`src/rtl/uart_tx_block.sv`:
```
// Serial byte transmitter: start bit, LSB-first data, optional even parity, stop bit.
// Bit period is CLKS_PER_BIT clocks, timed by a 1..CLKS_PER_BIT rolling counter.
module uart_tx_block #(
  parameter int CLKS_PER_BIT = 10,
  parameter int DATA_BITS    = 8,
  parameter int PARITY_EN    = 0
) (
  input  logic                 clk,
  input  logic                 rst,
  input  logic [DATA_BITS-1:0] tx_data,
  input  logic                 tx_start,
  output logic                 serial_out,
  output logic                 tx_busy,
  output logic                 tx_done,
  output logic                 start_err
);

  localparam int TW = $clog2(CLKS_PER_BIT + 1);
  localparam int IW = $clog2(DATA_BITS);
  localparam logic [TW-1:0] TMAX  = TW'(CLKS_PER_BIT);
  localparam logic [IW-1:0] ILAST = IW'(DATA_BITS - 1);

  typedef enum logic [2:0] {S_IDLE, S_START, S_DATA, S_PARITY, S_STOP} state_t;

  state_t               r_state, w_state_nxt;
  logic [TW-1:0]        r_timer, w_timer_nxt;
  logic [IW-1:0]        r_bit_idx, w_bit_idx_nxt;
  logic [DATA_BITS-1:0] r_shift, w_shift_nxt;
  logic                 r_parity, w_parity_nxt;
  logic                 r_serial, r_busy, r_done, r_start_err;
  logic                 w_serial_nxt, w_busy_nxt, w_done_nxt, w_start_err_nxt;
  logic                 w_roll;

  assign w_roll = (r_timer == TMAX);

  always_ff @(posedge clk) begin
    if (rst) begin
      r_state     <= S_IDLE;
      r_timer     <= '0;
      r_bit_idx   <= '0;
      r_shift     <= '0;
      r_parity    <= 1'b0;
      r_serial    <= 1'b1;
      r_busy      <= 1'b0;
      r_done      <= 1'b0;
      r_start_err <= 1'b0;
    end else begin
      r_state     <= w_state_nxt;
      r_timer     <= w_timer_nxt;
      r_bit_idx   <= w_bit_idx_nxt;
      r_shift     <= w_shift_nxt;
      r_parity    <= w_parity_nxt;
      r_serial    <= w_serial_nxt;
      r_busy      <= w_busy_nxt;
      r_done      <= w_done_nxt;
      r_start_err <= w_start_err_nxt;
    end
  end

  always_comb begin
    w_state_nxt   = r_state;
    w_timer_nxt   = r_timer;
    w_bit_idx_nxt = r_bit_idx;
    w_shift_nxt   = r_shift;
    w_parity_nxt  = r_parity;
    if (r_state != S_IDLE) begin
      w_timer_nxt = w_roll ? TW'(1) : r_timer + 1'b1;
    end
    case (r_state)
      S_IDLE: begin
        if (tx_start) begin
          w_state_nxt   = S_START;
          w_shift_nxt   = tx_data;
          w_parity_nxt  = ^tx_data;
          w_timer_nxt   = TW'(1);
          w_bit_idx_nxt = '0;
        end
      end
      S_START: begin
        if (w_roll) w_state_nxt = S_DATA;
      end
      S_DATA: begin
        if (w_roll) begin
          w_shift_nxt = r_shift >> 1;
          if (r_bit_idx == ILAST) begin
            w_bit_idx_nxt = '0;
            w_state_nxt   = (PARITY_EN != 0) ? S_PARITY : S_STOP;
          end else begin
            w_bit_idx_nxt = r_bit_idx + 1'b1;
          end
        end
      end
      S_PARITY: begin
        if (w_roll) w_state_nxt = S_STOP;
      end
      S_STOP: begin
        if (w_roll) w_state_nxt = S_IDLE;
      end
      default: w_state_nxt = S_IDLE;
    endcase
  end

  // Outputs are registered, so they are decoded from the next state to line up with it.
  always_comb begin
    w_serial_nxt = 1'b1;
    case (w_state_nxt)
      S_START:  w_serial_nxt = 1'b0;
      S_DATA:   w_serial_nxt = w_shift_nxt[0];
      S_PARITY: w_serial_nxt = w_parity_nxt;
      default:  w_serial_nxt = 1'b1;
    endcase
    w_busy_nxt      = (w_state_nxt != S_IDLE);
    w_done_nxt      = (r_state == S_STOP) && w_roll;
    w_start_err_nxt = tx_start && r_busy;
  end

  assign serial_out = r_serial;
  assign tx_busy    = r_busy;
  assign tx_done    = r_done;
  assign start_err  = r_start_err;

endmodule

```
`config.mk`:
```
export PLATFORM = sky130hd
export DESIGN_NAME = uart_tx_block
export DESIGN_NICKNAME = d
export VERILOG_FILES = /design/src/rtl/uart_tx_block.sv
export SDC_FILE = /design/constraint.sdc
export NUM_CORES = 1
export LEC_CHECK = 0
export BUFFER_PORTS_ARGS = -buffer_cell sky130_fd_sc_hd__buf_2
export CAP_MARGIN = 20
export CORE_ASPECT_RATIO = 0.6
export CORE_MARGIN = 2
export CORE_UTILIZATION = 36
export DETAILED_ROUTE_END_ITERATION = 6
export GPL_ROUTABILITY_DRIVEN = 0
export PLACE_DENSITY = 0.62
export RECOVER_POWER = 100
export SLEW_MARGIN = 20
export SYNTH_ARGS = -nofsm -noshare
export SYNTH_HDL_FRONTEND = slang
export SYNTH_SLANG_ARGS = --single-unit
```
`constraint.sdc`:
```
create_clock -name clk -period 1.8 [get_ports clk]
set_input_delay 0.18 -clock clk [delete_from_list [all_inputs] [get_ports clk]]
set_output_delay 0.18 -clock clk [all_outputs]
set_load 0.01 [all_outputs]
```
==> impl_metrics.json <==
{
  "run_status": "completed",
  "cts_buffers": 3,
  "min_period_ns": 1.70,
  "start_kind": "register",
  "postCtsHoldBufs": 0,
  "wl_met2_microns": 973,
  "setup.worst_path.end_class": "register",
  "report.final.slew_viol_count": 0,
  "clockPowerShare_pct": 31.5,
  "yosysTopAreaCell": "dfxtp_1",
  "cts_root_buf": "clkbuf_8",
  "cp_max_fo": 4,
  "areaGrowthSynthToFinish_pct": 12.3,
  "grt_pass1_wl_microns": 3770,
  "ys_ff_latch": 23,
  "setup_viol": 0,
  "syn_avg_cell_area_sq_um": 9.00,
  "grt_antenna_before_repair": 0,
  "grt_overflow": 0,
  "drc": 0,
  "clk_path_buf_depth": 2,
  "rsz0062_at_grt": "false",
  "synth_area_sq_um": 1120,
  "synth_nets": 137,
  "route.layer.met1.wl_microns": 1170,
  "clk-insertion-delay-late_ns": 0.27,
  "num_io_pins": 15,
  "cts.htree.levels": 1,
  "vdd_drop_max_uv": 235,
  "tritoncts": "done",
  "tns_ns": 0,
  "synth_top_area_share_pct": 41.3,
  "hold_class": "in -> reg",
  "start_util_pct": 38.4,
  "wl_met3_microns": 93,
  "crit_arrival_ns": 1.89,
  "port_buffers": 14,
  "synth_area_leaders": "dfxtp_1 41%, a21oi_1 7.2%, xnor2_1 6.3%, a22oi_1 5.4%, nand2_1 4.4%",
  "grt_pass1_vias": 843,
  "cellLeakagePower_nw": 0.437,
  "routed_wl_microns": 2270,
  "p_int_mw": 0.760,
  "fmax_mhz": 589,
  "seqPwrFrac_pct": 54.0,
  "vias_per_cell": 5.12,
  "ys_types": 32,
  "period_share_pct": 94.4,
  "drtPass1Iterations": 4,
  "antenna_cells": 0,
  "drt_iter0_markers": 38,
  "synthCells": 124,
  "die_area_sq_um": 3580,
  "num_rows": 15,
  "num_vias": 931,
  "pwr-share-comb_pct": 14.5,
  "skew_ns": 0.0113,
  "cp.required_ns": 1.99,
  "worstSetupPathType": "reg -> reg",
  "ant_nets": 0,
  "report.final.hold_viol_count": 0,
  "fp.dieW_microns": 75.9,
  "grt_use_total_pct": 14.5,
  "hpwl_microns": 1650,
  "cap_viol_max_count": 0,
  "powerDensity_nw_per_um2": 813,
  "grt_start_max_net_pins": 24,
  "wl_per_cell_microns": 12.5,
  "clkTransAtPathRegs_ns": 0.08,
  "fp.dieH_microns": 47.1,
  "ys_seq_area_share_pct": 41.3,
  "nets": 154,
  "drive_above_1_share_pct": 15.7,
  "tightestPinTransition_ns": 0.454,
  "timing.hold.ws_ns": 0.182,
  "p_sw_mw": 0.259,
  "final_common_cell": "dfxtp_1",
  "layout_common_cells": "23 x dfxtp_1, 16 x a21oi_1, 13 x nor2_1, 13 x nand2_1, 10 x buf_2",
  "swShare_pct": 25.4,
  "yosysWarningCount": 0,
  "coreArea_sq_um": 2910,
  "post_cts_buffers": 0,
  "highest_layer": "met4",
  "clock_sinks": 23,
  "slew_headroom_pct": 69.6
}
-- worst max-delay path: stages (launching register included) --
cell      delay [ns]
dfxtp_1         0.34
ha_1            0.20
ha_1            0.22
o21ai_0         0.27
a21oi_1         0.15
o32a_1          0.30
o21bai_1        0.13
-- area by class of cell --
type                    count  area [sq um]
multi-input cells          90           582
inverters                   4          15.0
fillers                   288          1660
flip-flops and latches     23           460
well taps                  42          52.6
clock buffers               4          45.0
repair buffers             19          98.8
-- power by group through the flow --
stage	Sequential (mW)	Combinational, mW	Clock (mW)
finish	0.550	0.148	0.322
floorplan	0.560	0.104	0
detailed placement	0.562	0.149	0
CTS	0.550	0.150	0.330
global route	0.554	0.164	0.352
global placement	0.561	0.148	0
-- synth_stat cells --
cell type,count
dfxtp_1,23
a21oi_1,16
nand2_1,13
nor2_1,13
a22oi_1,8
xnor2_1,8
nor3_1,6
inv_1,4
a211oi_1,3
buf_2,2
buf_6,2
clkbuf_1,2
ha_1,2
nand3_1,2
o21ai_0,2
o32a_1,2
a21oi_2,1
a22o_1,1
a31oi_1,1
a32o_1,1
and4bb_4,1
buf_4,1
mux2i_1,1
nand4bb_4,1
nor3b_1,1
nor3b_2,1
nor4_1,1
nor4b_1,1
nor4b_4,1
o211ai_1,1
o21bai_1,1
or3_1,1
-- timing repair --
action,4_1_cts,5_1_grt
gates resized for setup,0,1
endpoints found under the setup margin,0,2
hold endpoints to repair,0,0
-- registers in the layout (all words and copies together) (netlist names) --
register,flops
r_shift,8
start_err,1
r_parity,1
r_bit_idx,3
r_timer,4
serial_out,1
tx_done,1
tx_busy,1
r_state,3
-- routing by layer --
metal	vias to the layer above	track usage, %
li1	479	-
met3	6	4.51
met4	0	7.02
met1	429	19.6
met5	-	0
met2	17	21.0
-- cell families (layout without fill, tap and decap cells) --
logic type | Yosys count | after routing | share of synthesized area [%]
compound gates | 37 | 37 | 21.6
xor+xnor | 8 | 8 | 6.28
fa+ha+maj | 2 | 2 | 2.24
buf+inv | 11 | 27 | 5.61
flops | 23 | 23 | 41.3
mux | 1 | 1 | 0.897
simple gates | 42 | 42 | 22.1
-- final timing paths --
path	start	end	slack [ns]	cells after the start
worst max register to register	r_bit_idx[0]	serial_out	0.10	6
worst max-delay path	r_bit_idx[0]	serial_out	0.10	6
worst min-delay path	tx_start	start_err	0.18	3
worst min register to register	tx_busy	start_err	0.44	2
-- per-stage QoR --
step / util, % / setup WS, ns / power [mW] / area (sq um) / instances
floorplan: - / 0.366 / 0.664 / 1120 / 124
global placement: 42.2 / 0.222 / 0.709 / 1230 / 178
detailed placement: 42.2 / 0.113 / 0.711 / 1230 / 178
CTS: 43.8 / 0.0982 / 1.03 / 1270 / 182
global route: 43.1 / 0.0373 / 1.07 / 1250 / 182
finish: 43.1 / 0.101 / 1.02 / 1250 / 182
No activity file was read; power rests on OpenSTA's default activity.
